<file path="src/rtl/placar_pkg.sv">
// placar_pkg: shared constants, FSM state type and button priority helper
// for the scoreboard.
package placar_pkg;

    localparam logic [6:0] MAX_PONTOS = 7'd99;
    localparam int PTS_W = 2;

    typedef enum logic [1:0] {
        IDLE,
        APLICA,
        ESPERA_SOLTAR
    } estado_t;

    function automatic logic [PTS_W-1:0] ptsPrioridade(input logic [2:0] bordas);
        return bordas[2] ? 2'd3 : bordas[1] ? 2'd2 : 2'd1;
    endfunction

endpackage

</file>
<file path="src/rtl/debounce_botao.sv">
// debounce_botao: 2-flop synchronizer followed by a stability counter;
// nivel follows the synchronized input only after it has differed for DEBOUNCE_CYCLES cycles.
module debounce_botao #(
    parameter int DEBOUNCE_CYCLES = 50000
) (
    input  logic clock,
    input  logic reset_n,
    input  logic botao,
    output logic nivel
);

    localparam int CNT_W = $clog2(DEBOUNCE_CYCLES + 1);

    logic [1:0]       sincr;
    logic [CNT_W-1:0] contador;

    always_ff @(posedge clock or negedge reset_n) begin
        if (!reset_n) begin
            sincr    <= '0;
            contador <= '0;
            nivel    <= 1'b0;
        end else begin
            sincr <= {sincr[0], botao};
            // any cycle agreeing with the current level is a bounce and restarts the count
            if (sincr[1] != nivel) begin
                if (contador == CNT_W'(DEBOUNCE_CYCLES - 1)) begin
                    nivel    <= sincr[1];
                    contador <= '0;
                end else begin
                    contador <= contador + 1'b1;
                end
            end else begin
                contador <= '0;
            end
        end
    end

endmodule

</file>
<file path="src/rtl/placar_pontuacao.sv">
// placar_pontuacao: two-team 0..99 scoreboard driven by three debounced
// point buttons, with add/subtract select, rejected-subtract LED and 99-point buzzer.
module placar_pontuacao
    import placar_pkg::*;
#(
    parameter int DEBOUNCE_CYCLES = 50000,
    parameter int BUZZER_CYCLES   = 25000000
) (
    input  logic       clock,
    input  logic       reset_n,
    input  logic [2:0] cBotoes,
    input  logic       chaveNP,
    input  logic       chaveTime,
    output logic [6:0] placarA,
    output logic [6:0] placarB,
    output logic       led,
    output logic       buzzer,
    output logic       ocupado
);

    localparam int BUZ_W = $clog2(BUZZER_CYCLES + 1);

    logic [2:0]       nivel, nivelAnt, borda;
    logic [1:0]       npSync, timeSync;
    estado_t          estado, proxEstado;
    logic [PTS_W-1:0] ptsQ;
    logic             npQ, timeQ;
    logic [BUZ_W-1:0] buzCnt;
    logic [6:0]       alvo, novo;
    logic [7:0]       soma;
    logic             rejeita;

    for (genvar i = 0; i < 3; i++) begin : g_deb
        debounce_botao #(.DEBOUNCE_CYCLES(DEBOUNCE_CYCLES)) u_deb (
            .clock  (clock),
            .reset_n(reset_n),
            .botao  (cBotoes[i]),
            .nivel  (nivel[i])
        );
    end

    assign borda   = nivel & ~nivelAnt;
    assign alvo    = timeQ ? placarB : placarA;
    // 8-bit sum so 99+3 is seen as 102 before saturation
    assign soma    = {1'b0, alvo} + {6'b0, ptsQ};
    assign rejeita = npQ && ({5'b0, ptsQ} > alvo);
    assign novo    = npQ ? alvo - {5'b0, ptsQ}
                         : (soma > {1'b0, MAX_PONTOS}) ? MAX_PONTOS : soma[6:0];
    assign buzzer  = buzCnt != '0;
    assign ocupado = estado != IDLE;

    always_comb begin
        proxEstado = estado;
        case (estado)
            IDLE:          proxEstado = |borda ? APLICA : IDLE;
            APLICA:        proxEstado = ESPERA_SOLTAR;
            ESPERA_SOLTAR: proxEstado = (nivel == 3'b000) ? IDLE : ESPERA_SOLTAR;
            default:       proxEstado = IDLE;
        endcase
    end

    always_ff @(posedge clock or negedge reset_n) begin
        if (!reset_n) begin
            estado   <= IDLE;
            nivelAnt <= '0;
            npSync   <= '0;
            timeSync <= '0;
            ptsQ     <= '0;
            npQ      <= 1'b0;
            timeQ    <= 1'b0;
            placarA  <= '0;
            placarB  <= '0;
            led      <= 1'b0;
            buzCnt   <= '0;
        end else begin
            estado   <= proxEstado;
            nivelAnt <= nivel;
            npSync   <= {npSync[0], chaveNP};
            timeSync <= {timeSync[0], chaveTime};
            if (estado == IDLE && |borda) begin
                ptsQ  <= ptsPrioridade(borda);
                npQ   <= npSync[1];
                timeQ <= timeSync[1];
            end
            if (estado == APLICA) begin
                led <= rejeita;
                if (!rejeita && timeQ) placarB <= novo;
                if (!rejeita && !timeQ) placarA <= novo;
            end
            if (estado == APLICA && !npQ && novo == MAX_PONTOS)
                buzCnt <= BUZ_W'(BUZZER_CYCLES);
            else if (buzCnt != '0)
                buzCnt <= buzCnt - 1'b1;
        end
    end

endmodule
</file>
<file path="config.mk">
export PLATFORM = sky130hd
export DESIGN_NAME = placar_pontuacao
export DESIGN_NICKNAME = d
export VERILOG_FILES = /design/src/rtl/placar_pkg.sv /design/src/rtl/debounce_botao.sv /design/src/rtl/placar_pontuacao.sv
export SDC_FILE = /design/constraint.sdc
export NUM_CORES = 1
export LEC_CHECK = 0
export BUFFER_PORTS_ARGS = -buffer_cell sky130_fd_sc_hd__buf_2
export CORE_MARGIN = 3
export CORE_UTILIZATION = 64
export CTS_CLUSTER_DIAMETER = 80
export DETAILED_ROUTE_END_ITERATION = 6
export PLACE_DENSITY = 0.84
export SETUP_SLACK_MARGIN = 0.5
export SLEW_MARGIN = 20
export SYNTH_ARGS = -nofsm -noshare
export SYNTH_HDL_FRONTEND = slang
export SYNTH_SLANG_ARGS = --single-unit
</file>
<file path="constraint.sdc">
create_clock -name clock -period 10.3 [get_ports clock]
set_input_delay 1.545 -clock clock [delete_from_list [all_inputs] [get_ports clock]]
set_output_delay 1.545 -clock clock [all_outputs]
set_load 0.05 [all_outputs]
</file>
==> impl_metrics.toml <==
[outcome]
status = "completed"

[final_layout]
diodes = 0
syn2layout_area_growth_pct = 6.68
multiInputGateArea_mm2 = 0.00259
fin_cells = 673
nFillCells = 609
postLayoutCellArea_mm2 = 0.00585
final_layout_size_suffix_gt1_share_pct = 10.9
seq_area_mm2 = 0.00275
nets = 580

[global_routing]
grt_pass1_wl_um = 18000
grt_overflow = 0
grt.total_usage_pct = 22.3
grt_max_degree = 82
grt_pass1_vias = 3916
antenna_found_initial = 0

[timing]
relSlewSlack_pct = 35.6
fin_skew_ps = 13.8
finalSetupViolations = 0
rsz0062_at_grt = "no"
worst_slew_pin_slew_ps = 967
max_freq_mhz = 233
finalSetupTns_ps = 0
fin_crit_sh_pct = 41.6
slew_viol_final = 0
hold_viol_final = 0
period_needed_ps = 4280

[drt]
drt-initial-drc-count = 193
drtPass1Iterations = 4
vias_per_cell = 5.86
detailroute.via_count = 3946
drc_errors = 0
wl_um = 10100
drtAntennaViolNets = 0
wire_per_inst_um = 15.1

[floorplanning]
placementRows = 33
initial_core_util_pct = 66.4
coreArea_mm2 = 0.00826
die_area_mm2 = 0.00972
die_h_um = 98.6
pin_count = 24
fp.dieW_um = 98.6

[power]
p_per_area_mw_per_mm2 = 120
pwr-share-seq_pct = 62.3
leakagePower_nw = 2.70
p_int_mw = 0.534
swShare_pct = 24.2
pwr-share-clk_pct = 35.2
power_switching_mw = 0.170
irDropWorstVdd_v = 0.0000874
pwr-share-comb_pct = 2.5

[synth]
synth_top_area_share_pct = 50.2
synth_top_cell_by_area = "dfrtp_1"
synthTopCellsByCount = "110 x dfrtp_1, 67 x nor2_1, 42 x nand2_1"
netlist_area_mm2 = 0.00549
synth_ff_type = "dfrtp_1"
ys_ff_latch = 110
synth_area_leaders = "dfrtp_1 50%, xor2_1 5.9%, xnor2_1 5.3%"
synth.net_count = 560
async_flop_share_pct = 100
synthCells = 543
ys_seq_area_share_pct = 50.2
synth_edf_count = 0
synth.most_common_cell = "dfrtp_1"
synth_area_per_cell_um2 = 10.1
yosysWarnings = 0
ys_types = 52

[clocking]
postCtsSetupBuffers = 0
cts_resized = 0
clk_latency_ps = 370
cts_root_buf = "clkbuf_8"
cts.sink_count = 110
postCtsHoldBufs = 0
numCtsBuffers = 9
h-tree-depth = 3
path_clk_slew_ps = 100
cts_max_path_buffers = 2
cts_tree = "built"

[critical_path]
r2r_setup_slack_ps = 6830
end_kind = "output port"
critPathLaunchType = "register"
worst-setup-path-type = "reg -> out"
path_max_fanout = 10
cp.arrival_ps = 2740
cp.required_ps = 8760

[job]
drv_cap = 0

[placed_design]
io_buffers = 23
gp_congestion = 0.931
hpwl_um = 7050
place_area_mm2 = 0.00567
place_inst = 657

[min_path]
min_path_type = "reg -> reg"
==> state kept, by name (all words and copies together) (netlist names) <==
name,count
buzCnt,25
estado,2
g_deb.u_deb.contador,48
g_deb.u_deb.nivel,3
g_deb.u_deb.sincr,6
led,1
nivelAnt,3
npQ,1
npSync,2
placarA,7
placarB,7
ptsQ,2
timeQ,1
timeSync,2
==> layout by cell type (no fill, tap or decap), types with 5 or more instances in the layout <==
cell type	count
a21oi_1	12
a31oi_1	5
and3_1	10
buf_2	22
clkbuf_8	9
dfrtp_1	110
ha_1	8
inv_1	15
mux2_2	9
mux2i_1	9
nand2_1	42
nand2b_1	7
nand3_1	16
nand4_1	13
nor2_1	67
nor2b_1	5
nor3_1	29
nor4_1	5
o21ai_0	15
o31ai_1	6
or3_1	20
or4_1	7
xnor2_1	33
xor2_1	37
==> per-layer routing <==
layer | GRT usage [%] | share of wire [%] | vias up
met5 | 0 | 0 | -
met4 | 7.77 | 1.8 | 0
met3 | 3.11 | 3.2 | 17
met2 | 36.6 | 49 | 83
met1 | 31.0 | 46 | 1918
li1 | - | - | 1928
==> critical path, stage by stage, from the launching register on <==
cell	delay [ps]
dfrtp_1	420
or4_1	680
or4_4	620
or2_1	390
buf_2	270
==> cells by family (layout without fill, tap and decap cells) <==
family / Yosys count / after routing / synth area share (%)
adders and majority gates: 10 / 10 / 2.55
buffers and inverters: 32 / 57 / 2.69
DFF: 110 / 110 / 50.2
muxes: 18 / 18 / 3.49
and+or+nand+nor: 250 / 250 / 23.6
xor gates and xnor gates: 70 / 70 / 11.2
AOI/OAI and AO/OA: 53 / 53 / 6.29
==> final timing paths <==
check	start	to	cells past startpoint
worst min register to register	g_deb[2].u_deb.sincr[0]$_DFF_PN0_	g_deb[2].u_deb.sincr[1]$_DFF_PN0_	0
worst max-delay path	buzCnt[5]$_DFFE_PN0P_	buzzer	4
max in group asynchronous	reset_n	g_deb[2].u_deb.contador[12]$_DFF_PN0_	2
worst min-delay path	g_deb[2].u_deb.sincr[0]$_DFF_PN0_	g_deb[2].u_deb.sincr[1]$_DFF_PN0_	0
min in group asynchronous	reset_n	buzCnt[2]$_DFFE_PN0P_	1
worst max register to register	timeQ$_DFFE_PN0P_	placarA[0]$_DFFE_PN0P_	7
==> metrics by stage <==
step                      hold WS [ps]  total power, mW  util (%)  worst slack (ps)
final                              357            0.705      70.9              6020
after global routing               378            0.734      70.9              5890
after CTS                          359            0.713      70.9              6000
after detailed placement           335            0.466      68.6              6420
after global placement             333            0.465      68.6              6470
after floorplan                    331            0.454         -              6750
==> power groups by stage <==
stage / Sequential (mW) / Combinational (mW) / Clock, mW
floorplan: 0.447 / 0.00690 / 0
global placement: 0.447 / 0.0173 / 0
detailed placement: 0.448 / 0.0180 / 0
CTS: 0.439 / 0.0181 / 0.255
global route: 0.440 / 0.0206 / 0.273
finish: 0.439 / 0.0173 / 0.248
==> area by class of cell <==
class	instances	share of cell area, %
clock buffers	9	2.12
clock inverters	7	1.07
inverters	15	0.962
multi-input cells	401	44.2
flip-flops and latches	110	47.0
well taps	105	2.24
repair buffers	26	2.39
Power figures use the tool's default switching activity.
